`src/rtl/cpu_trace_mon.sv`:
```
// cpu_trace_mon: fetch/fault counters, PC watchpoints and a pre/post-trigger
// trace ring of {lpc, ir} samples drained oldest-first over rd_valid/rd_ready.
//
// Ports:
//   clk, reset_n      core clock, async active-low reset
//   fetch, lpc, ir    fetch strobe and the fetched PC / instruction
//   watch_pc/en       NWATCH watchpoints; channel k at [k*PC_W +: PC_W]
//   arm, post_cnt     restart capture; samples kept after the trigger
//   clr_cnt           clear cycles / faults / fault_trip
//   cycles, faults    fetch count, fault count (saturates at 255)
//   fault_trip        sticky fault watchdog flag
//   trig_hit/idx      sticky trigger flag; channel, or 7 for fault trigger
//   done              capture complete
//   rd_valid/data/rdy host drain port, one word per two clocks at most
//
// Optional build macro TRACE_TIMESTAMP_EN: each entry also stores
// cycles[15:0] at the fetch, appended as the rd_data LSBs.

module cpu_trace_mon #(
  parameter int             PC_W        = 14,
  parameter int             IR_W        = 49,
  parameter int             DEPTH       = 64,
  parameter int             NWATCH      = 4,
  parameter logic [PC_W-1:0] FAULT_PC   = 14'o26,
  parameter int             FAULT_LIMIT = 5,
  parameter int             CNT_W       = 32
`ifdef TRACE_TIMESTAMP_EN
  ,
  parameter int             DW          = PC_W + IR_W + 16
`else
  ,
  parameter int             DW          = PC_W + IR_W
`endif
) (
  input  logic                       clk,
  input  logic                       reset_n,
  input  logic                       fetch,
  input  logic [PC_W-1:0]            lpc,
  input  logic [IR_W-1:0]            ir,
  input  logic [NWATCH*PC_W-1:0]     watch_pc,
  input  logic [NWATCH-1:0]          watch_en,
  input  logic                       arm,
  input  logic [$clog2(DEPTH)-1:0]   post_cnt,
  input  logic                       clr_cnt,
  output logic [CNT_W-1:0]           cycles,
  output logic [7:0]                 faults,
  output logic                       fault_trip,
  output logic                       trig_hit,
  output logic [2:0]                 trig_idx,
  output logic                       done,
  output logic                       rd_valid,
  output logic [DW-1:0]              rd_data,
  input  logic                       rd_ready
);

  localparam int AW = $clog2(DEPTH);
  localparam logic [AW:0] FULL = (AW+1)'(DEPTH);

  typedef enum logic [2:0] {
    IDLE, PRE, POST, DONE, READ
  } state_t;

  state_t          state;
  logic [AW-1:0]   wptr;
  logic [AW-1:0]   rptr;
  logic [AW:0]     fill;
  logic [AW-1:0]   remaining;

  logic [DW-1:0]   mem [DEPTH];
  logic [DW-1:0]   rd_q;
  logic [DW-1:0]   wdata;

  logic            f_fetch;
  logic            f_trig;
  logic            hit_any;
  logic [2:0]      hit_idx;
  logic            trig;
  logic [2:0]      tidx;
  logic            wr_en;
  logic            rd_load;

  // ---------------- counters ----------------
  assign f_fetch = fetch & (lpc == FAULT_PC);

  // The fault fetch that pushes the count past the limit; fault_trip
  // itself follows one cycle later.
  assign f_trig = f_fetch & ~clr_cnt & ~fault_trip
                & (faults == 8'(FAULT_LIMIT));

  always_ff @(posedge clk or negedge reset_n) begin
    if (!reset_n) begin
      cycles     <= '0;
      faults     <= '0;
      fault_trip <= 1'b0;
    end else if (clr_cnt) begin
      cycles     <= '0;
      faults     <= '0;
      fault_trip <= 1'b0;
    end else begin
      if (fetch)
        cycles <= cycles + CNT_W'(1);
      if (f_fetch && faults != 8'hff)
        faults <= faults + 8'd1;
      if (faults > 8'(FAULT_LIMIT))
        fault_trip <= 1'b1;
    end
  end

  // ---------------- watch match ----------------
  // Scan high to low so the lowest enabled channel is left standing.
  always_comb begin
    hit_any = 1'b0;
    hit_idx = '0;
    for (int k = NWATCH - 1; k >= 0; k--) begin
      if (fetch && watch_en[k]
          && lpc == watch_pc[k*PC_W +: PC_W]) begin
        hit_any = 1'b1;
        hit_idx = 3'(k);
      end
    end
  end

  assign trig = hit_any | f_trig;
  assign tidx = hit_any ? hit_idx : 3'd7;

`ifdef TRACE_TIMESTAMP_EN
  assign wdata = {lpc, ir, cycles[15:0]};
`else
  assign wdata = {lpc, ir};
`endif

  assign wr_en   = fetch & ~arm & (state == PRE || state == POST);
  assign rd_load = (state == READ) & ~rd_valid;

  // ---------------- ring memory ----------------
  always_ff @(posedge clk) begin
    if (wr_en)
      mem[wptr] <= wdata;
    if (rd_load)
      rd_q <= mem[rptr];
  end

  assign rd_data = rd_valid ? rd_q : '0;

  // ---------------- capture / read FSM ----------------
  always_ff @(posedge clk or negedge reset_n) begin
    if (!reset_n) begin
      state     <= IDLE;
      wptr      <= '0;
      rptr      <= '0;
      fill      <= '0;
      remaining <= '0;
      trig_hit  <= 1'b0;
      trig_idx  <= '0;
      done      <= 1'b0;
      rd_valid  <= 1'b0;
    end else if (arm) begin
      state    <= PRE;
      wptr     <= '0;
      fill     <= '0;
      trig_hit <= 1'b0;
      trig_idx <= '0;
      done     <= 1'b0;
      rd_valid <= 1'b0;
    end else begin
      unique case (state)
        IDLE: ;
        PRE: begin
          if (fetch) begin
            wptr <= wptr + AW'(1);
            if (fill != FULL)
              fill <= fill + (AW+1)'(1);
            if (trig) begin
              trig_hit  <= 1'b1;
              trig_idx  <= tidx;
              remaining <= post_cnt;
              if (post_cnt == '0) begin
                state <= DONE;
                done  <= 1'b1;
              end else begin
                state <= POST;
              end
            end
          end
        end
        POST: begin
          if (fetch) begin
            wptr      <= wptr + AW'(1);
            remaining <= remaining - AW'(1);
            if (fill != FULL)
              fill <= fill + (AW+1)'(1);
            if (remaining == AW'(1)) begin
              state <= DONE;
              done  <= 1'b1;
            end
          end
        end
        DONE: begin
          // Oldest entry; wraps to wptr itself when the ring is full.
          rptr  <= wptr - fill[AW-1:0];
          state <= READ;
        end
        READ: begin
          // rd_valid drops after each pop so rd_q can reload from rptr.
          if (rd_valid) begin
            if (rd_ready) begin
              rptr     <= rptr + AW'(1);
              fill     <= fill - (AW+1)'(1);
              rd_valid <= 1'b0;
            end
          end else begin
            rd_valid <= (fill != '0);
          end
        end
        default: state <= IDLE;
      endcase
    end
  end

endmodule

```
`config.mk`:
```
export PLATFORM = sky130hd
export DESIGN_NAME = cpu_trace_mon
export DESIGN_NICKNAME = d
export VERILOG_FILES = /design/src/rtl/cpu_trace_mon.sv
export SDC_FILE = /design/constraint.sdc
export NUM_CORES = 2
export LEC_CHECK = 0
export CAP_MARGIN = 30
export CORE_AREA = 5 5 602 604
export CTS_CLUSTER_DIAMETER = 40
export DETAILED_ROUTE_END_ITERATION = 12
export DIE_AREA = 0 0 607 609
export DONT_BUFFER_PORTS = 1
export PLACE_DENSITY = 0.66
export SYNTH_ARGS = -nofsm -noshare
export SYNTH_HDL_FRONTEND = slang
export SYNTH_SLANG_ARGS = --single-unit
```
`constraint.sdc`:
```
create_clock -name clk -period 8 [get_ports clk]
set_clock_uncertainty 0.15 [all_clocks]
set_input_delay 1.6 -clock clk [delete_from_list [all_inputs] [get_ports clk]]
set_output_delay 1.6 -clock clk [all_outputs]
set_load 0.005 [all_outputs]
```
==> reports/summary.md <==
The run finished with clean final reports. The logs give 19 for the number of antenna violations at the first check in global routing and 160000 µm² for the area of the mapped netlist. The root buffer cell chosen for the clock tree is sky130_fd_sc_hd__clkbuf_16. The logs give 9607 for the violation count after the first detailed-route iteration and 245 for the count of boundary I/O pins. The proportion of layout cells with a drive suffix above 1 works out to 32.5%. The number of pins exceeding their max-slew limit in the final report is 0, and the chip width is 607 µm. The detail route stage leaves a number of antenna-violating nets equal to 0. The count of port buffers added during placement was 0. The library cells used most frequently in the layout, excluding fill and tap cells, are sky130_fd_sc_hd__edfxtp_1 (4095), sky130_fd_sc_hd__mux4_2 (1323), sky130_fd_sc_hd__clkbuf_16 (470). The net count after synthesis is 6587, and the count of flip-flops with a built-in enable after synthesis is 4095. For the leftover overflow at the end of global routing, the log shows 0. The final layout contains routed wiring with a total length of 394000 µm. The average vias per placed instance is 6.10, and the post-placement worst setup slack is 2.31 ns. For this run, the number of standard cells in the final layout without fillers is 11900.

The register clock-pin slew on the reported worst setup and hold paths works out to 0.06 ns. The critical-path maximum fanout was 42. After synthesis the netlist holds a flip-flop and latch count of 4170.

The library cell used most frequently in the layout, excluding fill and tap cells, is sky130_fd_sc_hd__edfxtp_1. For this run, the number of Yosys warnings is 0. The synthesized design devotes to its leading area cell type 77.0% of total area. Buffers added to address setup during post-CTS repair amount to 0. Final critical-path required period: 5.55 ns. Cell area reported after detailed placement: 167000 µm². The final route contains 72800 vias. At the end of routability-driven placement, the weighted congestion stood at 0.790. The detailed placement HPWL is 221000 µm, and the number of core rows is 220. The number of distinct library cells after synthesis was 55; the power density relative to cell area was 254 nW/µm².

After detailed routing, the average wire length per cell comes to 33.0 µm. Adding up every negative setup slack in the final design gives 0 ns. The biggest cell delay along the critical path was 0.92 ns.

For this run, the detailed router's first-pass iteration total came to 5. STA puts the critical path data required time at 8.43 ns. Counting flops with an async set or reset pin after synthesis yields a share of 1.80%. The logs give 4 for the maximum root-to-sink buffer count and 0 for the number of hold-repair buffers added at the cts stage. For the final number of setup-violating endpoints, the log shows 0.

The wire length of the first global-routing pass is 559000 µm. The number of H-tree branching levels was 5; the sequential area share after synthesis was 78.1%. The worst setup path is captured at a register.

The achievable frequency came out at 180 MHz. Synthesis-to-finish area growth: 14.1%. The final critical path takes up 69.4% of the cycle. The final number of hold-violating endpoints came out at 0.

The worst register-to-register path has a setup slack of 2.45 ns. The critical path in this run is classified as reg -> reg. Counting tap cells, the placed design contains a total of 11000 instances. The core outline area was 357000 µm². Final standard cell area without fillers: 182000 µm².

Traced cell by cell, the critical path runs through nor3b_1 -> o21a_1 -> nand2b_1 -> nor2_1 -> nand3b_1 -> nor2_4 -> buf_4. TritonCTS built the clock tree. Max-cap violations in this run came to 0. The run gives 6892 as the number of nets in the layout. The post-synthesis cell type with the largest combined area was sky130_fd_sc_hd__edfxtp_1. In the synthesized netlist, the number of instances is 6432. Ranked by total cell area, the synthesized netlist is headed by sky130_fd_sc_hd__edfxtp_1 (77%), sky130_fd_sc_hd__mux4_2 (19%), sky130_fd_sc_hd__dfrtp_1 (1.2%). The maximum vdd drop was 0.000225 V. For the total number of clock tree sinks, the log shows 4170. In this run the static leakage power is 0.0549 µW. For the pin with the worst max-slew slack, the measured transition is 1.23 ns.

For this run, the share of the core covered by cells in the final layout is 51.1%. The via count of the first global-routing pass came out at 73900. The mean instance size in the synthesized netlist was 24.8 µm².

STA classifies the critical path startpoint as a register. The master of the slowest instance on the critical path was sky130_fd_sc_hd__nor2_4. Once the clock tree was built, the resizer swapped 0 gates to a different size. The initial utilization of the core area, before any placement, comes to 44.7%. The depth of the worst register-to-register path came out at 7. Entering global routing, the biggest net connects 149 pins.

The run gives 17.7% as the remaining max-slew budget at the tightest pin. The most used flip-flop cell after synthesis is sky130_fd_sc_hd__edfxtp_1. Global routing consumed, over all layers together, 21.2% of the routing resources. At the later pin of the worst-skew pair, clock insertion delay measures 0.97 ns. The logs give 464 for the number of buffers inserted during clock tree synthesis and 5.98 ns for the arrival time at the worst endpoint.

The worst hold path class is in -> async. Setup repair after global routing left no endpoint under its margin. Across all setup checks in the final design, the least slack found is 2.45 ns.

The post-route DRC violation count was 0. The die boundary height came out at 609 µm. The die footprint came out at 370000 µm².
==> through the flow <==
step	total power, µW	hold slack (ns)
after floorplan	25100	0.307
after global placement	25500	0.335
after detailed placement	25500	0.373
after CTS	46700	0.113
after global routing	47600	0.161
final	46300	0.198
==> metal layers <==
| metal | wire length, µm | vias up | global-route usage [%] |
|---|---|---|---|
| li1 | - | 28600 | - |
| met1 | 154000 | 39900 | 29.9 |
| met2 | 193000 | 3755 | 33.8 |
| met3 | 39200 | 539 | 5.04 |
| met4 | 8980 | 0 | 4.85 |
| met5 | 0 | - | 0 |
==> path summary, 6_finish.rpt <==
path,from,to
worst max register to register,state[2],mem[23][33]
worst max-delay path,state[2],mem[23][33]
worst min register to register,remaining[5],remaining[5]
worst min-delay path,reset_n,cycles[18]
min in group clk,remaining[5],remaining[5]
max in group asynchronous,reset_n,cycles[10]
==> cell type report <==
cell class	instances	area, µm²
clock inverters	334	3610
fillers	27100	175000
flip-flops and latches	4170	125000
well taps	4773	5970
repair buffers	175	1790
inverters	20	75.1
multi-input cells	1906	33900
clock buffers	538	12000
diodes	13	32.5
==> worst max-delay path: cells and delay by family (launching register included) <==
kind | cells | cell delay [ns]
simple gates | 5 | 3.35
buf+inv | 1 | 0.81
flops | 1 | 0.44
compound gates | 1 | 0.34
==> cells in the mapped netlist, drive strengths merged (8+ instances only) <==
cell	count
nor4	10
dfrtp	75
clkbuf	209
a21oi	30
mux4	1323
and2	66
nand2	44
or3	17
nand3	28
nand2b	8
buf	127
nor3	10
xor2	42
nand4	21
xnor2	64
inv	20
o21ai	19
ha	18
nor2	140
edfxtp	4095
==> kinds of logic (layout without fill, tap and decap cells) <==
group,count (synthesis),count (layout),synth area share [%]
adders and majority gates,20,20,0.166
other,0,13,0
and+or+nand+nor,374,374,1.17
buffers and inverters,356,1067,0.949
DFF,4170,4170,78.1
xor gates and xnor gates,106,106,0.581
AOI/OAI and AO/OA,75,75,0.287
muxes,1331,1331,18.7
==> registers in the layout (all words and copies together), names as in the netlist <==
register	cells
cycles	32
mem	4032
trig_idx	3
remaining	6
rd_q	63
state	3
fill	7
fault_trip	1
faults	8
done	1
trig_hit	1
wptr	6
rd_valid	1
rptr	6
==> report_power, final <==
group,leakage (µW),internal (µW),switching (µW)
registers,0.0378,24000,30.8
logic,0.00958,441,503
clock network,0.00752,12500,8830
Note: power is estimated with default switching activity, not from simulation.
